--- config.mk ---
export PLATFORM = sky130hd
export DESIGN_NAME = pc_gen_btb_flat
export DESIGN_NICKNAME = d
export VERILOG_FILES = /design/src/rtl/pc_gen_btb_pkg.sv /design/src/rtl/pc_gen_btb_if.sv /design/src/rtl/pc_gen_btb_btb.sv /design/src/rtl/pc_gen_btb.sv /design/src/flat_wrapper.sv
export SDC_FILE = /design/constraint.sdc
export NUM_CORES = 2
export LEC_CHECK = 0
export ABC_AREA = 1
export CAP_MARGIN = 20
export CORE_ASPECT_RATIO = 1.1
export CORE_MARGIN = 1.5
export CORE_UTILIZATION = 40
export DETAILED_ROUTE_END_ITERATION = 10
export GPL_ROUTABILITY_DRIVEN = 0
export PLACE_DENSITY_LB_ADDON = 0.25
export SLEW_MARGIN = 20
export SYNTH_ARGS = -nofsm -noshare
export SYNTH_HDL_FRONTEND = slang
export SYNTH_HIERARCHICAL = 1
export SYNTH_SLANG_ARGS = --single-unit
--- constraint.sdc ---
create_clock -name clk_i -period 7.11 [get_ports clk_i]
set_clock_uncertainty 0.1 [all_clocks]
set_input_delay 1.7775 -clock clk_i [delete_from_list [all_inputs] [get_ports clk_i]]
set_output_delay 1.7775 -clock clk_i [all_outputs]
set_load 0.005 [all_outputs]
--- src/rtl/pc_gen_btb_pkg.sv ---
// Shared fetch-stage types: BTB counter encoding, next-PC source select and
// helpers that slice a PC into BTB index and tag fields.
package cpu_pkg;

    localparam int unsigned PC_ALIGN_BITS = 2;
    localparam logic [63:0] PC_ALIGN_MASK = ~64'h3;

    typedef logic [1:0] btb_ctr_t;

    localparam btb_ctr_t BTB_CTR_STRONG_NT   = 2'b00;
    localparam btb_ctr_t BTB_CTR_WEAK_TAKEN  = 2'b10;
    localparam btb_ctr_t BTB_CTR_STRONG_TKN  = 2'b11;

    typedef enum logic [2:0] {
        NPC_TRAP,
        NPC_REDIRECT,
        NPC_HOLD,
        NPC_PRED,
        NPC_SEQ
    } npc_src_t;

    // Returned widths are generous; callers size-cast to their own field width.
    function automatic int unsigned btb_idx(input logic [63:0] pc, input int unsigned idx_w);
        logic [63:0] mask;
        mask = (64'd1 << idx_w) - 64'd1;
        return int'((pc >> PC_ALIGN_BITS) & mask);
    endfunction

    function automatic logic [63:0] btb_tag(input logic [63:0] pc, input int unsigned idx_w);
        return pc >> (PC_ALIGN_BITS + idx_w);
    endfunction

    function automatic btb_ctr_t ctr_next(input btb_ctr_t ctr, input logic taken);
        if (taken) begin
            return (ctr == BTB_CTR_STRONG_TKN) ? ctr : ctr + 2'd1;
        end
        return (ctr == BTB_CTR_STRONG_NT) ? ctr : ctr - 2'd1;
    endfunction

endpackage

--- src/rtl/pc_gen_btb_if.sv ---
// Fetch-side bundle: redirect/trap/stall controls, BTB update port and the
// PC/prediction outputs. The master drives controls, the slave is the PC generator.
interface pc_gen_btb_if #(
    parameter int unsigned WIDTH_P = 32
) ();

    logic               stall_i;
    logic               trap_i;
    logic [WIDTH_P-1:0] trap_vec_i;
    logic               redirect_i;
    logic [WIDTH_P-1:0] redirect_pc_i;
    logic               upd_valid_i;
    logic [WIDTH_P-1:0] upd_pc_i;
    logic [WIDTH_P-1:0] upd_target_i;
    logic               upd_taken_i;
    logic               btb_flush_i;
    logic [WIDTH_P-1:0] pc_o;
    logic               pred_taken_o;
    logic [WIDTH_P-1:0] pred_target_o;

    modport master (
        output stall_i, trap_i, trap_vec_i, redirect_i, redirect_pc_i,
        output upd_valid_i, upd_pc_i, upd_target_i, upd_taken_i, btb_flush_i,
        input  pc_o, pred_taken_o, pred_target_o
    );

    modport slave (
        input  stall_i, trap_i, trap_vec_i, redirect_i, redirect_pc_i,
        input  upd_valid_i, upd_pc_i, upd_target_i, upd_taken_i, btb_flush_i,
        output pc_o, pred_taken_o, pred_target_o
    );

endinterface

--- src/rtl/pc_gen_btb_btb.sv ---
// Direct-mapped branch target buffer with 2-bit saturating counters.
// Lookup is combinational and sees pre-update contents; updates land on the edge.
module branch_target_buffer
    import cpu_pkg::*;
#(
    parameter int unsigned WIDTH_P     = 32,
    parameter int unsigned BTB_DEPTH_P = 16
) (
    input  logic               clk_i,
    input  logic               rst_ni,
    input  logic [WIDTH_P-1:0] lookup_pc_i,
    output logic               pred_taken_o,
    output logic [WIDTH_P-1:0] pred_target_o,
    input  logic               upd_valid_i,
    input  logic [WIDTH_P-1:0] upd_pc_i,
    input  logic [WIDTH_P-1:0] upd_target_i,
    input  logic               upd_taken_i,
    input  logic               flush_i
);

    localparam int unsigned IDX_W = $clog2(BTB_DEPTH_P);
    localparam int unsigned TAG_W = WIDTH_P - IDX_W - PC_ALIGN_BITS;
    localparam int unsigned TGT_W = WIDTH_P - PC_ALIGN_BITS;

    typedef struct packed {
        logic [TAG_W-1:0] tag;
        logic [TGT_W-1:0] target;
        btb_ctr_t         ctr;
    } btb_entry_t;

    logic [BTB_DEPTH_P-1:0] valid_d, valid_q;
    btb_entry_t             entries_d [BTB_DEPTH_P];
    btb_entry_t             entries_q [BTB_DEPTH_P];

    logic [IDX_W-1:0] rd_idx, wr_idx;
    logic [TAG_W-1:0] rd_tag, wr_tag;
    logic [TGT_W-1:0] wr_target;
    btb_entry_t       rd_entry, wr_entry;
    logic             rd_hit, wr_hit;

    always_comb begin
        rd_idx   = IDX_W'(btb_idx(64'(lookup_pc_i), IDX_W));
        rd_tag   = TAG_W'(btb_tag(64'(lookup_pc_i), IDX_W));
        rd_entry = entries_q[rd_idx];
        rd_hit   = valid_q[rd_idx] && (rd_entry.tag == rd_tag);

        pred_taken_o  = rd_hit && rd_entry.ctr[1];
        pred_target_o = pred_taken_o ? {rd_entry.target, {PC_ALIGN_BITS{1'b0}}} : '0;
    end

    always_comb begin
        valid_d   = valid_q;
        entries_d = entries_q;

        wr_idx    = IDX_W'(btb_idx(64'(upd_pc_i), IDX_W));
        wr_tag    = TAG_W'(btb_tag(64'(upd_pc_i), IDX_W));
        wr_target = TGT_W'(upd_target_i >> PC_ALIGN_BITS);
        wr_entry  = entries_q[wr_idx];
        wr_hit    = valid_q[wr_idx] && (wr_entry.tag == wr_tag);

        // Flush takes precedence: a same-cycle update is dropped.
        if (flush_i) begin
            valid_d = '0;
        end else if (upd_valid_i) begin
            if (wr_hit) begin
                entries_d[wr_idx].ctr = ctr_next(wr_entry.ctr, upd_taken_i);
                if (upd_taken_i) begin
                    entries_d[wr_idx].target = wr_target;
                end
            end else if (upd_taken_i) begin
                valid_d[wr_idx]   = 1'b1;
                entries_d[wr_idx] = '{tag: wr_tag, target: wr_target, ctr: BTB_CTR_WEAK_TAKEN};
            end
        end
    end

    always_ff @(posedge clk_i or negedge rst_ni) begin
        if (!rst_ni) begin
            valid_q <= '0;
        end else begin
            valid_q <= valid_d;
        end
    end

    // NOTE: the payload array has no reset; every read is qualified by valid_q.
    always_ff @(posedge clk_i) begin
        entries_q <= entries_d;
    end

endmodule

--- src/rtl/pc_gen_btb.sv ---
// Fetch PC register and next-PC selection: trap > redirect > stall > BTB
// prediction > sequential increment.
module pc_gen_btb
    import cpu_pkg::*;
#(
    parameter int unsigned         WIDTH_P     = 32,
    parameter logic [WIDTH_P-1:0]  RESET_VEC_P = '0,
    parameter int unsigned         BTB_DEPTH_P = 16,
    parameter int unsigned         INC_P       = 4
) (
    input  logic       clk_i,
    input  logic       rst_ni,
    pc_gen_btb_if.slave bus
);

    localparam logic [WIDTH_P-1:0] ALIGN_MASK = PC_ALIGN_MASK[WIDTH_P-1:0];

    logic [WIDTH_P-1:0] pc_d, pc_q;
    logic               pred_taken;
    logic [WIDTH_P-1:0] pred_target;
    npc_src_t           npc_src;

    branch_target_buffer #(
        .WIDTH_P     (WIDTH_P),
        .BTB_DEPTH_P (BTB_DEPTH_P)
    ) u_btb (
        .clk_i         (clk_i),
        .rst_ni        (rst_ni),
        .lookup_pc_i   (pc_q),
        .pred_taken_o  (pred_taken),
        .pred_target_o (pred_target),
        .upd_valid_i   (bus.upd_valid_i),
        .upd_pc_i      (bus.upd_pc_i),
        .upd_target_i  (bus.upd_target_i),
        .upd_taken_i   (bus.upd_taken_i),
        .flush_i       (bus.btb_flush_i)
    );

    // NOTE: default assignment first so no path through the block leaves npc_src unassigned (no latch).
    always_comb begin
        npc_src = NPC_SEQ;
        if (bus.trap_i) begin
            npc_src = NPC_TRAP;
        end else if (bus.redirect_i) begin
            npc_src = NPC_REDIRECT;
        end else if (bus.stall_i) begin
            npc_src = NPC_HOLD;
        end else if (pred_taken) begin
            npc_src = NPC_PRED;
        end
    end

    always_comb begin
        pc_d = pc_q + WIDTH_P'(INC_P);
        case (npc_src)
            NPC_TRAP:     pc_d = bus.trap_vec_i & ALIGN_MASK;
            NPC_REDIRECT: pc_d = bus.redirect_pc_i & ALIGN_MASK;
            NPC_HOLD:     pc_d = pc_q;
            NPC_PRED:     pc_d = pred_target;
            default:      ;
        endcase
    end

    // NOTE: non-blocking assignment so every flop samples pre-edge values.
    always_ff @(posedge clk_i or negedge rst_ni) begin
        if (!rst_ni) begin
            pc_q <= RESET_VEC_P;
        end else begin
            pc_q <= pc_d;
        end
    end

    assign bus.pc_o          = pc_q;
    assign bus.pred_taken_o  = pred_taken;
    assign bus.pred_target_o = pred_target;

endmodule
--- src/flat_wrapper.sv ---
// flat-port wrapper written by rule: the top's interface ports become plain ports
module pc_gen_btb_flat import cpu_pkg::*;
#(
    parameter int unsigned         WIDTH_P     = 32,
    parameter logic [WIDTH_P-1:0]  RESET_VEC_P = '0,
    parameter int unsigned         BTB_DEPTH_P = 16,
    parameter int unsigned         INC_P       = 4
)
  (clk_i, rst_ni, bus_stall_i, bus_trap_i, bus_trap_vec_i, bus_redirect_i, bus_redirect_pc_i, bus_upd_valid_i, bus_upd_pc_i, bus_upd_target_i, bus_upd_taken_i, bus_btb_flush_i, bus_pc_o, bus_pred_taken_o, bus_pred_target_o);
  pc_gen_btb_if #(.WIDTH_P(WIDTH_P)) bus_i ();
  input  logic clk_i;
  input  logic rst_ni;
  input wire logic [$bits(bus_i.stall_i)-1:0] bus_stall_i;
  input wire logic [$bits(bus_i.trap_i)-1:0] bus_trap_i;
  input wire logic [$bits(bus_i.trap_vec_i)-1:0] bus_trap_vec_i;
  input wire logic [$bits(bus_i.redirect_i)-1:0] bus_redirect_i;
  input wire logic [$bits(bus_i.redirect_pc_i)-1:0] bus_redirect_pc_i;
  input wire logic [$bits(bus_i.upd_valid_i)-1:0] bus_upd_valid_i;
  input wire logic [$bits(bus_i.upd_pc_i)-1:0] bus_upd_pc_i;
  input wire logic [$bits(bus_i.upd_target_i)-1:0] bus_upd_target_i;
  input wire logic [$bits(bus_i.upd_taken_i)-1:0] bus_upd_taken_i;
  input wire logic [$bits(bus_i.btb_flush_i)-1:0] bus_btb_flush_i;
  output wire logic [$bits(bus_i.pc_o)-1:0] bus_pc_o;
  output wire logic [$bits(bus_i.pred_taken_o)-1:0] bus_pred_taken_o;
  output wire logic [$bits(bus_i.pred_target_o)-1:0] bus_pred_target_o;
  assign bus_i.stall_i = bus_stall_i;
  assign bus_i.trap_i = bus_trap_i;
  assign bus_i.trap_vec_i = bus_trap_vec_i;
  assign bus_i.redirect_i = bus_redirect_i;
  assign bus_i.redirect_pc_i = bus_redirect_pc_i;
  assign bus_i.upd_valid_i = bus_upd_valid_i;
  assign bus_i.upd_pc_i = bus_upd_pc_i;
  assign bus_i.upd_target_i = bus_upd_target_i;
  assign bus_i.upd_taken_i = bus_upd_taken_i;
  assign bus_i.btb_flush_i = bus_btb_flush_i;
  assign bus_pc_o = bus_i.pc_o;
  assign bus_pred_taken_o = bus_i.pred_taken_o;
  assign bus_pred_target_o = bus_i.pred_target_o;
  pc_gen_btb #(.WIDTH_P(WIDTH_P), .RESET_VEC_P(RESET_VEC_P), .BTB_DEPTH_P(BTB_DEPTH_P), .INC_P(INC_P)) u_core (.clk_i(clk_i), .rst_ni(rst_ni), .bus(bus_i));
endmodule
# --- After elaboration in Yosys (flattened, before gate mapping) ---
# Index checks and enable logic that the tools add are counted.
totals:
  regBits: 976
  in_bits: 136
  wordCells: 127
op_classes:
  n_addsub: 3
  n_lt_le_gt_ge: 6
  n_eq_ne: 7
  muxes: 45
  bitwise_logic: 4
  n_reduce_logical: 12
ops:
  columns: ["cell", "n"]
  rows:
  - ["bitwise mux 928 bit", 3]
  - ["2-to-1 mux 928 bit", 3]
  - ["demux 58 bit (select 4 bit)", 3]
  - ["binary-select mux 58 bit (select 4 bit)", 2]
  - ["2-to-1 mux 58 bit", 5]
  - ["one-hot mux 32 bit (4 select lines)", 1]
  - ["2-to-1 mux 16 bit", 4]
  - ["2-to-1 mux 32 bit", 2]
  - ["equality test 26 bit", 2]
  - ["adder 32 x 3 -> 32 bit (second input constant)", 1]
  - ["2-to-1 mux 2 bit", 8]
  - ["OR 16 bit", 1]
  - ["2-to-1 mux 3 bit", 4]
  - [">= comparator 5 bit (second input constant)", 2]
  - ["< comparator 4 x 5 -> 1 bit (second input constant)", 2]
  - ["NOT 4 -> 5 bit", 2]
  - ["binary-select mux 1 bit (select 4 bit)", 2]
  - ["2-to-1 mux 1 bit", 7]
  - ["equality test 3 x 2 -> 1 bit (second input constant)", 2]
  - ["AND reduction 3 bit", 2]
  - ["nonzero test 2 bit", 3]
  - ["logical AND 1 bit", 5]
  - ["< comparator 5 x 1 -> 1 bit (second input constant)", 1]
  - ["demux 1 bit (select 4 bit)", 1]
  - ["other kinds (9)", 9]

# --- Logic depth before layout (Yosys ltp) ---
depth:
  word_depth: 17
  depth_mapped: 26

# --- Cells and area by module ---
# Netlist, hierarchy kept.
by_module_without_submodules:
  columns: ["mod", "n_inst", "cells_each", "area_per_inst_um2", "seq_area_each_um2"]
  rows:
  - ["branch_target_buffer", 1, 6402, 51798.4, 28267.1]
  - ["pc_gen_btb", 1, 504, 2971.6, 800.8]

# --- Worst setup path after synthesis ---
# Ideal clock, no wire load.
synth_path:
  path_type: "input to register"
  from: "in bus_upd_taken_i"
  to: "reg u_core/u_btb/entries_q[10] in the netlist's numbering, enable pin"
  setup_time_ns: 0.827
  arrival_time_ns: 11.698
  required_ns: 6.183
  path_slack_ns: -5.516
  stages: 4
  n_path_buf: 2
  path_cell_list: "clkbuf_1 > buf_1 > nand3b_1 > inv_1"
synth_via:
  elab_chain_cells: 2
synth_lines:
  columns: ["item", "line", "source"]
  rows:
  - ["start: declaration", "flat_wrapper.sv:21", "input wire logic [$bits(bus_i.upd_taken_i)-1:0] bus_upd_taken_i;"]
  - ["nonzero test 2 bit (no source line)", null, null]
  - ["AND reduction 3 bit (no source line)", null, null]
  - ["end signal: assignment", "pc_gen_btb_btb.sv:87", "entries_q <= entries_d;"]
  - ["end: declaration", "pc_gen_btb_btb.sv:33", "btb_entry_t entries_q [BTB_DEPTH_P];"]
# Every way passes these cells.
# A chain may end at the register's enable or synchronous reset.

# --- Worst setup path after layout ---
layout_path:
  from: "reg u_core.pc_q[2] (netlist: u_core/bus.pc_o[2])"
  to: "out bus_pred_target_o[6]"
layout_via:
  elab_chain_cells: 8
layout_lines:
  columns: ["item", "line", "source"]
  rows:
  - ["start: declaration", "pc_gen_btb.sv:18", "logic [WIDTH_P-1:0] pc_d, pc_q;"]
  - ["start signal: assignment", "pc_gen_btb.sv:69", "pc_q <= pc_d;"]
  - ["NOT 4 -> 5 bit (implied by the code)", "pc_gen_btb_btb.sv:44", "rd_entry = entries_q[rd_idx];"]
  - ["binary-select mux 58 bit (select 4 bit)", "pc_gen_btb_btb.sv:44", null]
  - ["2-to-1 mux 58 bit (implied by the code) (2 in a row)", "pc_gen_btb_btb.sv:44", null]
  - ["equality test 26 bit", "pc_gen_btb_btb.sv:45", "rd_hit = valid_q[rd_idx] && (rd_entry.tag == rd_tag);"]
  - ["logical AND 1 bit", "pc_gen_btb_btb.sv:45", null]
  - ["logical AND 1 bit", "pc_gen_btb_btb.sv:47", "pred_taken_o = rd_hit && rd_entry.ctr[1];"]
  - ["2-to-1 mux 32 bit (*)", "pc_gen_btb_btb.sv:48", "pred_target_o = pred_taken_o ? {rd_entry.target, {PC_ALIGN_BITS{1'b0}}} : '0;"]
  - ["end: declaration", "flat_wrapper.sv:25", "output wire logic [$bits(bus_i.pred_target_o)-1:0] bus_pred_target_o;"]
# Mark *: on every way between the ends. The rest lies on a longest branch, timed or not. The select of a mux whose other input is x is not followed.

==> reports/qor.csv <==
stage,metric,value,unit
status,status,finished clean,
drt,vias per inst,5.75,
cells_and_area,final instance area,61700,um^2
critical_path,crit path kind,reg2out,
pwr,Leak,22.8,nW
pwr,Net Sw Power,4.23,mW
cells_and_area,layout cells sized above 1,5.25,%
grt,first-pass GRT wire length,293,mm
pwr,Worst VDD drop,0.219,mV
cts,CTS tree,done,
pwr,Total Power,14.6,mW
cts,CTS Hold Bufs,0,
cts,clk slew on worst S/H paths,60,ps
sta,final slew viol count,0,
logic_synthesis,post-synth cell types,49,
logic_synthesis,YS warnings,6,
grt,vias in the first global route,45846,
critical_path,slowest cell on the critical path,dfrtp_4,
floorplanning,IO Pins,201,
pwr,clock power share,39.2,%
cts,CTS Buf Count,110,
sta,Max Clock Freq,0.148,GHz
logic_synthesis,Mapped Area,54800,um^2
cts,Worst-Skew Late Latency,700,ps
critical_path,reg2reg setup slack,1880,ps
place,Area after DPL,58200,um^2
cts,Clock Tree Buf Depth,3,
logic_synthesis,synthesized instance count,6906,
floorplanning,die area,139000,um^2
cells_and_area,Final Util,45.3,%
grt,initial antenna violation count,4,
floorplanning,FP Rows,142,
critical_path,most frequent CP cell,nand2_1,
sta,Tmin final,6750,ps
critical_path,crit-path max FO,151,
drt,Pre-antenna DRT Iters,6,
sta,Slew @ Worst Pin,1040,ps
sta,WHS,400,ps
cells_and_area,growth of design area from synthesis to finish,12.7,%
pwr,Pint,10.4,mW
logic_synthesis,synth top area cells,"edfxtp_1 51%, nand2_1 14%, nor2_1 8.9%",
drt,vias,49970,
critical_path,crit-path cells,buf_12 -> a21oi_1 -> o21ai_0 -> nand3_1 -> nand3_1 -> nand2_1 -> xor2_1 -> nor3_1 -> nand2_1 -> nor2_1 -> nand2_1 -> buf_4 -> nor3_1 -> clkdlybuf4s50_1,
drt,Post-DRT Antenna Nets,0,
critical_path,critical path startpoint category,flip-flop,
cells_and_area,final net count,6942,
sta,period utilisation layout,95.0,%
logic_synthesis,Synth top area share,50.9,%
place,Cells after DPL,8492,
drt,Total Wirelength,198,mm
logic_synthesis,"FF+latch count, synth",976,
logic_synthesis,sequential fraction of the synthesis area,53.1,%
grt,Congestion Overflow GR,0,
cts,root buffer cell,clkbuf_16,
grt,GRT Total Usage,27.7,%
flow_run,Max-Cap Viols,0,
sta,# setup viols final,0,
critical_path,Arrival @ worst endpoint,4880,ps
cts,PostCTS Resize Cnt,0,
pwr,Switching Share,28.9,%
pwr,sequential share of power,44.5,%
worst_hold_path,Tightest Hold Check Type,reg2reg,
drt,DRC viols,0,
pwr,combinational power share,16.3,%
critical_path,Crit path required time,5230,ps
floorplanning,core box area,136000,um^2
floorplanning,Starting Density,40.2,%
drt,routed wire length per instance,22.8,um
grt,largest net degree at the start of global routing,152,
place,Port Buffers,190,
critical_path,CP max stage delay,660,ps
sta,RSZ-0062 raised after global routing,false,
critical_path,crit path capture type,primary output,
sta,Rel. slew slack,30.8,%
floorplanning,Die Ht,391,um
sta,Fin. Hold Viols,0,
logic_synthesis,Synth Area per Inst,7.93,um^2
cts,CTS H-tree lvls,3,
place,HPWL after DPL,113,mm
cts,post-CTS setup repair buffer count,0,
drt,initial DRC count,5910,
pwr,Power Density,237,nW/um^2
floorplanning,die width,356,um
cts,clk sinks,976,
logic_synthesis,largest area contributor in the netlist,edfxtp_1,
cells_and_area,final instance count without filler cells,8696,
area by class of cell:
type | instances | area (um^2)
timing repair buffer | 328 | 3230
antenna | 1 | 2.50
clock inverter | 61 | 606
clock buffer | 141 | 2940
fill | 13473 | 74400
inverter | 292 | 1130
tap | 1800 | 2250
sequential | 976 | 29100
multi-input combinational | 5097 | 22500
path summary, 6_finish.rpt:
kind                                   endpoint  cells past startpoint                from
min in group asynchronous   u_core/bus.pc_o[12]                      2              rst_ni
setup reg to reg            u_core/bus.pc_o[18]                     21  u_core/bus.pc_o[2]
hold / removal               u_core/bus.pc_o[1]                      1  u_core/bus.pc_o[1]
setup / recovery           bus_pred_target_o[6]                     14  u_core/bus.pc_o[2]
max in group asynchronous    u_core/bus.pc_o[3]                      2              rst_ni
hold reg to reg              u_core/bus.pc_o[1]                      1  u_core/bus.pc_o[1]
critical path: cells and delay by family (launching register included):
kind / cells / cell delay (ps)
AOI/OAI and AO/OA: 2 / 280
xor gates and xnor gates: 1 / 230
buffers and inverters: 3 / 1330
DFF: 1 / 660
and+or+nand+nor: 8 / 1470
cells in the mapped netlist, drive strengths merged:
cell and number:
a221oi 80, o2111ai 2, nor2 1316, xnor2 8, a22o 5, nand2 2059
o21ai 783, nor3b 2, nand3b 3, nor3 54, o22ai 19, edfxtp 928
nand2b 1, o31ai 17, a21boi 1, clkinv 34, ha 1, buf 186
a32o 7, dfrtp 48, nand3 194, nand4 32, a32oi 2, clkbuf 356
conb 1, or2 2, a31oi 6, a21oi 372, inv 258, o32ai 7
a22oi 17, xor2 9, o221ai 18, o211ai 78
logic make-up after synthesis:
kind of cell,count (synthesis),synth area share [%]
xor+xnor,17,0.272
simple gates,3663,26.1
fa+ha+maj,1,0.0228
compound gates,1414,14.4
other cells,1,0.00685
flops,976,53.1
buf+inv,834,6.19
metal layers:
metal | vias up | part of all wire, % | track usage (%)
met1 | 23823 | 40 | 37.4
met2 | 2721 | 45 | 43.1
li1 | 22919 | - | -
met4 | 4 | 5.6 | 13.7
met5 | - | 0.013 | 0
met3 | 503 | 9.8 | 4.43
cells in the final DEF, fill, tap and decap left out, drive strengths merged, types with 9 or more instances in the layout:
cell type,count
a21oi,372
a221oi,80
a22oi,17
buf,141
bufinv,12
clkbuf,141
clkdlybuf4s50,187
clkinv,74
clkinvlp,9
dfrtp,48
edfxtp,928
inv,258
nand2,2059
nand3,194
nand4,32
nor2,1316
nor3,54
o211ai,78
o21ai,783
o221ai,18
o22ai,19
o31ai,17
xor2,9
power by group through the flow:
stage | logic [mW] | registers, mW | clock network, mW
global placement | 2.32 | 6.63 | 0
CTS | 2.35 | 6.51 | 5.81
global route | 2.57 | 6.52 | 6.02
detailed placement | 2.34 | 6.63 | 0
finish | 2.39 | 6.51 | 5.74
floorplan | 1.41 | 6.60 | 0
per-stage QoR:
stage,setup WS (ps),TNS [ps]
6_report,356,0
5_1_grt,37.4,0
4_1_cts,392,0
3_5_place_dp,976,0
3_3_place_gp,1020,0
2_1_floorplan,-2740,-1313990
state kept, by name, indices dropped and copies added (netlist names):
name	cells
u_core/bus.pc_o	32
u_core/u_btb/valid_q	16
u_core/u_btb/entries_q	928
Power figures use the tool's default switching activity.
